==> src/rtl/pixie_scandoubler.sv <==
// pixie_scandoubler
// Line-doubling scan converter for the CDP1861 Pixie video stream.
// Each incoming line (pixel + hblank) is captured into one bank of a
// ping-pong line buffer at the pixel rate. The previously captured line
// is replayed twice at the full clk rate from the other bank.
//
// Build option: define PIXIE_SCANLINES_EN to blank video on the second
// replay of every line (dark-scanline look). Without it both replays are
// identical.
module pixie_scandoubler #(
    parameter int MAX_LINE    = 128,
    parameter int DEFAULT_LEN = 112,
    parameter int HS_LEN      = 8
) (
    input  logic clk_i,
    input  logic reset_i,
    input  logic ce_pix_i,
    input  logic video_in_i,
    input  logic hsync_in_i,
    input  logic vsync_in_i,
    input  logic hblank_in_i,
    input  logic vblank_in_i,
    output logic video_out_o,
    output logic hsync_out_o,
    output logic vsync_out_o,
    output logic hblank_out_o,
    output logic vblank_out_o,
    output logic de_out_o,
    output logic line_phase_o
);

    localparam int         IDX_W      = $clog2(MAX_LINE);
    localparam logic [7:0] MAX_LINE_C = 8'(MAX_LINE);
    localparam logic [7:0] DEF_LEN_C  = 8'(DEFAULT_LEN);
    localparam logic [7:0] HS_LEN_C   = 8'(HS_LEN);

    // Line buffer: bank select is the MSB of the address.
    logic [1:0]     line_mem [0:2*MAX_LINE-1];

    logic           hs_q;
    logic           ls;

    logic [7:0]     in_x_q,       in_x_d;
    logic [7:0]     in_len_q,     in_len_d;
    logic           wbank_q,      wbank_d;
    logic [7:0]     out_x_q,      out_x_d;
    logic           line_phase_q, line_phase_d;
    logic           vsync_q,      vsync_d;
    logic           vblank_q,     vblank_d;

    logic           wr_en;
    logic [IDX_W:0] wr_addr;
    logic [1:0]     wr_data;
    logic [IDX_W:0] rd_addr;

    logic [1:0]     rd_q;
    logic [7:0]     px_q;
    logic           video_gate;

    logic           video_q;
    logic           hblank_q;
    logic           hsync_q;
    logic           de_q;

    // Rising edge of the input hsync marks a line start, independent of ce_pix.
    assign ls = hsync_in_i & ~hs_q;

    // Write side: capture pixels into the write bank, measure line length on LS.
    always_comb begin
        in_x_d   = in_x_q;
        in_len_d = in_len_q;
        wbank_d  = wbank_q;
        wr_en    = 1'b0;
        wr_addr  = {wbank_q, in_x_q[IDX_W-1:0]};
        wr_data  = {video_in_i, hblank_in_i};
        vsync_d  = vsync_q;
        vblank_d = vblank_q;

        if (ls) begin
            wbank_d  = ~wbank_q;
            vsync_d  = vsync_in_i;
            vblank_d = vblank_in_i;
            if (in_x_q < 8'd2) begin
                in_len_d = 8'd2;
            end else if (in_x_q > MAX_LINE_C) begin
                in_len_d = MAX_LINE_C;
            end else begin
                in_len_d = in_x_q;
            end
            in_x_d = 8'd0;
            // A pixel coincident with LS is the first pixel of the new line.
            if (ce_pix_i) begin
                wr_en   = 1'b1;
                wr_addr = {~wbank_q, {IDX_W{1'b0}}};
                in_x_d  = 8'd1;
            end
        end else if (ce_pix_i && (in_x_q < MAX_LINE_C)) begin
            // Beyond MAX_LINE the counter parks and nothing is written.
            wr_en  = 1'b1;
            in_x_d = in_x_q + 8'd1;
        end
    end

    // Read side: replay counter wraps every in_len clocks, LS forces a restart.
    always_comb begin
        out_x_d      = out_x_q + 8'd1;
        line_phase_d = line_phase_q;
        rd_addr      = {~wbank_q, out_x_q[IDX_W-1:0]};

        if (ls) begin
            out_x_d      = 8'd0;
            line_phase_d = 1'b0;
        end else if (out_x_q == (in_len_q - 8'd1)) begin
            // Free-running wrap keeps the output periodic if the input stalls.
            out_x_d      = 8'd0;
            line_phase_d = ~line_phase_q;
        end
    end

    // Control state registers.
    always_ff @(posedge clk_i or posedge reset_i) begin
        if (reset_i) begin
            hs_q         <= 1'b0;
            in_x_q       <= 8'd0;
            in_len_q     <= DEF_LEN_C;
            wbank_q      <= 1'b0;
            out_x_q      <= 8'd0;
            line_phase_q <= 1'b0;
            vsync_q      <= 1'b0;
            vblank_q     <= 1'b0;
        end else begin
            hs_q         <= hsync_in_i;
            in_x_q       <= in_x_d;
            in_len_q     <= in_len_d;
            wbank_q      <= wbank_d;
            out_x_q      <= out_x_d;
            line_phase_q <= line_phase_d;
            vsync_q      <= vsync_d;
            vblank_q     <= vblank_d;
        end
    end

    // Line buffer RAM: one write port, one registered read port, no reset.
    always_ff @(posedge clk_i) begin
        if (wr_en) begin
            line_mem[wr_addr] <= wr_data;
        end
        rd_q <= line_mem[rd_addr];
    end

`ifdef PIXIE_SCANLINES_EN
    logic phase_p1_q;

    // Phase travels with the read data so blanking lines up with the pixels.
    always_ff @(posedge clk_i or posedge reset_i) begin
        if (reset_i) begin
            phase_p1_q <= 1'b0;
        end else begin
            phase_p1_q <= line_phase_q;
        end
    end

    assign video_gate = rd_q[1] & ~phase_p1_q;
`else
    assign video_gate = rd_q[1];
`endif

    // Output stage: pixel, blanking and hsync share the same two-clock pipeline.
    always_ff @(posedge clk_i or posedge reset_i) begin
        if (reset_i) begin
            px_q     <= 8'd0;
            video_q  <= 1'b0;
            hblank_q <= 1'b0;
            hsync_q  <= 1'b0;
            de_q     <= 1'b0;
        end else begin
            px_q     <= out_x_q;
            video_q  <= video_gate;
            hblank_q <= rd_q[0];
            hsync_q  <= (px_q < HS_LEN_C);
            // Registered so it matches ~hblank & ~vblank yet still reads 0 in reset.
            de_q     <= ~rd_q[0] & ~vblank_d;
        end
    end

    assign video_out_o  = video_q;
    assign hsync_out_o  = hsync_q;
    assign hblank_out_o = hblank_q;
    assign de_out_o     = de_q;
    assign vsync_out_o  = vsync_q;
    assign vblank_out_o = vblank_q;
    assign line_phase_o = line_phase_q;

endmodule

==> config.mk <==
export PLATFORM = sky130hd
export DESIGN_NAME = pixie_scandoubler
export DESIGN_NICKNAME = d
export VERILOG_FILES = /design/src/rtl/pixie_scandoubler.sv
export SDC_FILE = /design/constraint.sdc
export NUM_CORES = 1
export LEC_CHECK = 0
export BUFFER_PORTS_ARGS = -buffer_cell sky130_fd_sc_hd__buf_2
export CAP_MARGIN = 30
export CORE_MARGIN = 2
export CORE_UTILIZATION = 45
export DETAILED_ROUTE_END_ITERATION = 12
export SYNTH_ARGS = -nofsm -noshare
export SYNTH_HDL_FRONTEND = slang
export SYNTH_SLANG_ARGS = --single-unit
==> constraint.sdc <==
create_clock -name clk_i -period 2.4 [get_ports clk_i]
set_clock_uncertainty 0.1 [all_clocks]
set_input_delay 0.12 -clock clk_i [delete_from_list [all_inputs] [get_ports clk_i]]
set_output_delay 0.12 -clock clk_i [all_outputs]
set_load 0.005 [all_outputs]
# Yosys cells after proc, flatten, opt, wreduce, memory -nomap -nowiden

Memories as Yosys holds them, arrays and structs flattened. A register that Yosys moved wholly into a read port is not among the register bits.
Index checks and enable logic that the tools add are counted.

Register bits after elaboration: 41
Bits in writable memories: 512
Logic and storage cells: 49
Memories kept: 1

Equal/unequal tests: 1
Magnitude comparators: 4
Reduce and logical (&&, ||, !) cells: 3
$add $sub $neg: 3
Muxes and demuxes: 17
Bitwise gates (word level): 7

Memory list:

| name     | depth | width | read ports | clocked after Yosys merged registers in | write ports | line | source |
|---|---|---|---|---|---|---|---|
| line_mem | 256   | 2     | 1          | 1                                       | 1           | 38   | `logic [1:0] line_mem [0:2*MAX_LINE-1];` |

Operator list:

| operator                                            | count |
|---|---|
| two-way mux 8 bit                                   | 8 |
| adder 8 x 1 -> 8 bit (second input constant)        | 2 |
| two-way mux 1 bit                                   | 9 |
| == test 8 bit                                       | 1 |
| > comparator 8 bit (second input constant)          | 1 |
| < comparator 8 x 2 -> 1 bit (second input constant) | 1 |
| < comparator 8 x 4 -> 1 bit (second input constant) | 1 |
| < comparator 8 bit (second input constant)          | 1 |
| subtractor 8 x 1 -> 8 bit (second input constant)   | 1 |
| NOT 1 bit                                           | 5 |
| nonzero test 2 bit                                  | 2 |
| bitwise AND 1 bit                                   | 2 |
| logical AND 1 bit                                   | 1 |

# Logic depth before layout (Yosys ltp)

Depth after elaboration: 6
Depth in mapped cells: 11
Depth with buffers taken out: 9

# Least setup slack after synthesis

No wires, ideal clock.

Kind: flip-flop to flip-flop
Start point: register out_x_q[0]
End point: register rd_q[0] (read register of line_mem)
Clock period less this slack: 2.305 ns
Cell stages (with the launch flop): 11
Slack: 0.095 ns
Arrival: 2.079 ns
Buffers on the path: 4
Cell sequence: dfrtp_1 > buf_4 > buf_4 > buf_4 > buf_4 > mux2i_1 > o22ai_1 > a211oi_1 > nor3_1 > nor4b_1 > nor3_1

RTL lines:

| item                     | line | source |
|---|---|---|
| start: declaration       | 46   | `logic [7:0] out_x_q, out_x_d;` |
| start signal: assignment | 136  | `out_x_q <= out_x_d;` |
| end: declaration         | 56   | `logic [1:0] rd_q;` |

==> impl_metrics.ini <==
[run_status]
status = complete, but fails checks
failed_checks = negative setup slack

[global_routing]
groute.usage.overall = 0.2203
grt_pass1_wl_um = 85010
antenna_found_initial = 0
grt_max_degree = 108
grt_overflow = 0
grt_pass1_vias = 13240

[setup_path]
critical_path_class = reg2reg
cpMostUsedCell = buf_12
end_kind = register
cp-start-kind = register
critPathMaxFanout = 8
reg2reg_depth = 10
crit_arrival_ns = 2.94
crit_slowest_cell = dfrtp_4
critPathLaunch = out_x_q[0]$_DFF_PP0_
r2r_start = out_x_q[0]$_DFF_PP0_
cp_cell_sequence = buf_12 > buf_12 > buf_12 > buf_4 > buf_4 > mux4_2 > nand2_2 > a21oi_2 > nor4_4 > nor4_1
cpLargestDelayFamily = buffers and inverters
cp.depth = 10
cp-endpoint = rd_q[1]$_DFF_P_
critical_path_buf_inv_count = 5
regToRegEndpoint = rd_q[1]$_DFF_P_
max_stage_delay_ns = 0.52
cp.required_ns = 2.79
r2r_slack_ns = -0.15

[place]
place_congestion = 0.8186
dpl_cell_area_um2 = 24490
hpwlAfterDp_um = 35240
dp.cells = 2137
port_buffers = 14

[power]
p_comb_frac = 0.288
totalPowerFinal_mw = 27.08
clkPwrFrac = 0.312
switching_share = 0.2793
seqPwrFrac = 0.400
p_switching_mw = 7.565
ir_worst_vdd_mv = 0.5997
p_int_mw = 19.52
leakage_nw = 8.772
p_per_area_nw_per_um2 = 1006

[die]
coreArea_um2 = 49970
die_y_um = 228.7
start_util = 0.4547
num_rows = 82
die_w_um = 228.7
dieArea_um2 = 52300
num_io_pins = 15

[sta]
fin_ws_ns = -0.1482
fin_crit_sh = 1.062
grt_setup_unrepaired = true
hold_viol = 0
finalCriticalPeriod_ns = 2.548
fmax_ghz = 0.3924
tns_ns = -0.2925
maxSlewViolCount = 0
slew_headroom = 0.3615
tightest_slew_ns = 0.9543
setup_viol = 4

[drt]
via_per_inst = 5.755
wirelength_um = 56860
drtIter0Drc = 1356
dr_total_vias = 13040
post_drt_wl_per_cell_um = 25.10
route.detailed.drc = 0
ant_nets = 0
first_pass_iters = 5

[cts]
insertion_delay_ns = 0.61
cts_num_sinks = 552
cts_max_level = 2
cts_tree = done
cts_inserted_buffers = 56
path_clk_slew_ns = 0.07
clockBufferDepth = 3
cts-root-buf = clkbuf_16

[finish]
final_cells = 2265
seqCellArea_um2 = 16380
diodes = 0
num-nets-final = 1562
syn2layout_area_growth_pct = 18.50
post-route-util = 0.5388
n_fill_cell = 4069
layout-drive-gt1-share = 0.2505
post-route-cell-area_um2 = 26920
multi_input_area_um2 = 6091

[job]
cap_violations = 0

[yosys]
synthTopCellsByArea = edfxtp_1 (68%), mux4_2 (9.7%), nor2_1 (4.7%), dfrtp_1 (3.9%), mux2i_1 (2.9%)
netlist_area_um2 = 22720
yosysSeqAreaShare = 0.7205
synth_top_area_share = 0.6767
ys_ff_latch = 552
yosysWarnings = 0
synthesis.nets = 1418
synth-edff-count = 512
synthArstFlopShare = 0.06884
synth_top_area_cell = edfxtp_1
synth.avg_cell_area_um2 = 16.15
ys.flop_type = edfxtp_1
syn_inst = 1407
synth_cell_types = 53

[hold_path]
min_path_type = in2reg
==> synthesized netlist by cell type (all sizes together) (2+ instances only) <==
| master | instances |
|---|---|
| edfxtp | 512 |
| nor2 | 286 |
| mux4 | 98 |
| clkbuf | 74 |
| mux2i | 66 |
| nand2 | 51 |
| dfrtp | 35 |
| a21oi | 29 |
| o221ai | 26 |
| buf | 24 |
| nor3 | 18 |
| nand3 | 17 |
| o22ai | 16 |
| xor2 | 12 |
| a22o | 10 |
| o21ai | 9 |
| xnor2 | 9 |
| and2 | 8 |
| nor2b | 8 |
| and3 | 7 |
| inv | 7 |
| nand2b | 7 |
| nand4 | 7 |
| o31ai | 7 |
| a211oi | 6 |
| a221oi | 6 |
| a22oi | 6 |
| nor4 | 6 |
| nand3b | 5 |
| o211ai | 5 |
| nor3b | 4 |
| dfstp | 3 |
| ha | 3 |
| or3 | 3 |
| a211o | 2 |
| a31oi | 2 |
| dfxtp | 2 |
| or4 | 2 |
==> metal layers <==
layer  global-route usage  part of all wire  up-vias
met4              0.07087             0.028        0
met5                    0                 0        -
li1                     -                 -     5729
met3              0.04266             0.072       93
met1               0.3068              0.42     6717
met2               0.3519              0.48      496
==> layout make-up <==
cell class / instances / area share
Sequential cell: 552 / 0.6083
Multi-Input combinational cell: 749 / 0.2262
Tap cell: 672 / 0.03123
Timing Repair Buffer: 184 / 0.06795
Clock inverter: 30 / 0.01036
Inverter: 8 / 0.001115
Clock buffer: 70 / 0.05479
==> power by group through the flow <==
| stage | Clock (mW) | Sequential, mW | Combinational (mW) |
|---|---|---|---|
| 3_3_place_gp | 0 | 11.0 | 6.68 |
| 5_1_grt | 8.94 | 10.8 | 8.27 |
| 6_report | 8.44 | 10.8 | 7.80 |
| 3_5_place_dp | 0 | 11.0 | 6.72 |
| 2_1_floorplan | 0 | 10.9 | 4.32 |
| 4_1_cts | 8.57 | 10.8 | 7.69 |
==> cells in the final DEF (no fill, tap or decap), drive strengths merged, types with 4 or more instances in the layout <==
cell type / instances
nor2b: 8
and3: 7
nor3: 18
o221ai: 26
clkinv: 22
inv: 7
bufinv: 5
mux2i: 66
clkinvlp: 4
mux4: 98
a22o: 10
dlygate4sd3: 7
clkbuf: 70
and2: 8
o211ai: 5
nor3b: 4
nand2: 51
edfxtp: 512
nand2b: 7
a211oi: 6
nand4: 7
o21ai: 9
nand3b: 5
buf: 175
xor2: 12
dfrtp: 35
a221oi: 6
nor4: 6
a22oi: 6
nand3: 17
a21oi: 29
o31ai: 7
nor2: 286
xnor2: 9
o22ai: 16
==> repair_timing <==
item                                    4_1_cts  5_1_grt
endpoints found under the setup margin        3      116
hold buffers                                  7        0
buffers inserted                             21        0
gates resized for setup                      48       23
pin swaps                                    15       14
endpoints found under the hold margin       125        0
gates cloned                                  3        0
==> flip-flops by register name (all words and copies together) (netlist names) <==
signal and cells:
vblank_out_o 1, hblank_out_o 1, wbank_q 1, de_out_o 1
hs_q 1, hsync_out_o 1, rd_q 2, px_q 5
in_x_q 8, line_mem 512, vsync_out_o 1, line_phase_o 1
out_x_q 8, in_len_q 8, video_out_o 1
==> cells by family (layout without fill, tap and decap cells) <==
kind of cell	after synthesis	in the layout	share of synthesized area
mux	165	165	0.1267
simple gates	431	431	0.08085
buf+inv	106	292	0.02197
flops	552	552	0.7205
compound gates	129	129	0.04020
fa+ha+maj	3	3	0.001652
xor+xnor	21	21	0.008096
==> worst reg2reg max path: cells and delay by family, from the launching register on <==
family / cells / cell delay, ns
buffers and inverters: 5 / 0.75
and+or+nand+nor: 3 / 0.55
DFF: 1 / 0.52
muxes: 1 / 0.45
AOI/OAI and AO/OA: 1 / 0.07
==> per-stage QoR <==
step | setup slack, ns | hold WS (ns)
2_1_floorplan | 0.09508 | 0.05143
3_3_place_gp | -0.4368 | 0.1542
3_5_place_dp | -0.4151 | 0.1560
4_1_cts | -0.1276 | 0.06082
5_1_grt | -0.2209 | 0.1026
6_report | -0.1482 | 0.09189
==> worst min-delay path by stage <==
stage,from,endpoint,slack (ns),depth (start not counted)
floorplan,hsync_in_i,hs_q$_DFF_PP0_,0.05,0
global route,hsync_in_i,hs_q$_DFF_PP0_,0.10,2
CTS,hsync_in_i,hs_q$_DFF_PP0_,0.06,2
detailed placement,hsync_in_i,hs_q$_DFF_PP0_,0.16,1
finish,hsync_in_i,hs_q$_DFF_PP0_,0.09,2
global placement,hsync_in_i,hs_q$_DFF_PP0_,0.15,1
Note: power is estimated with default switching activity, not from simulation.
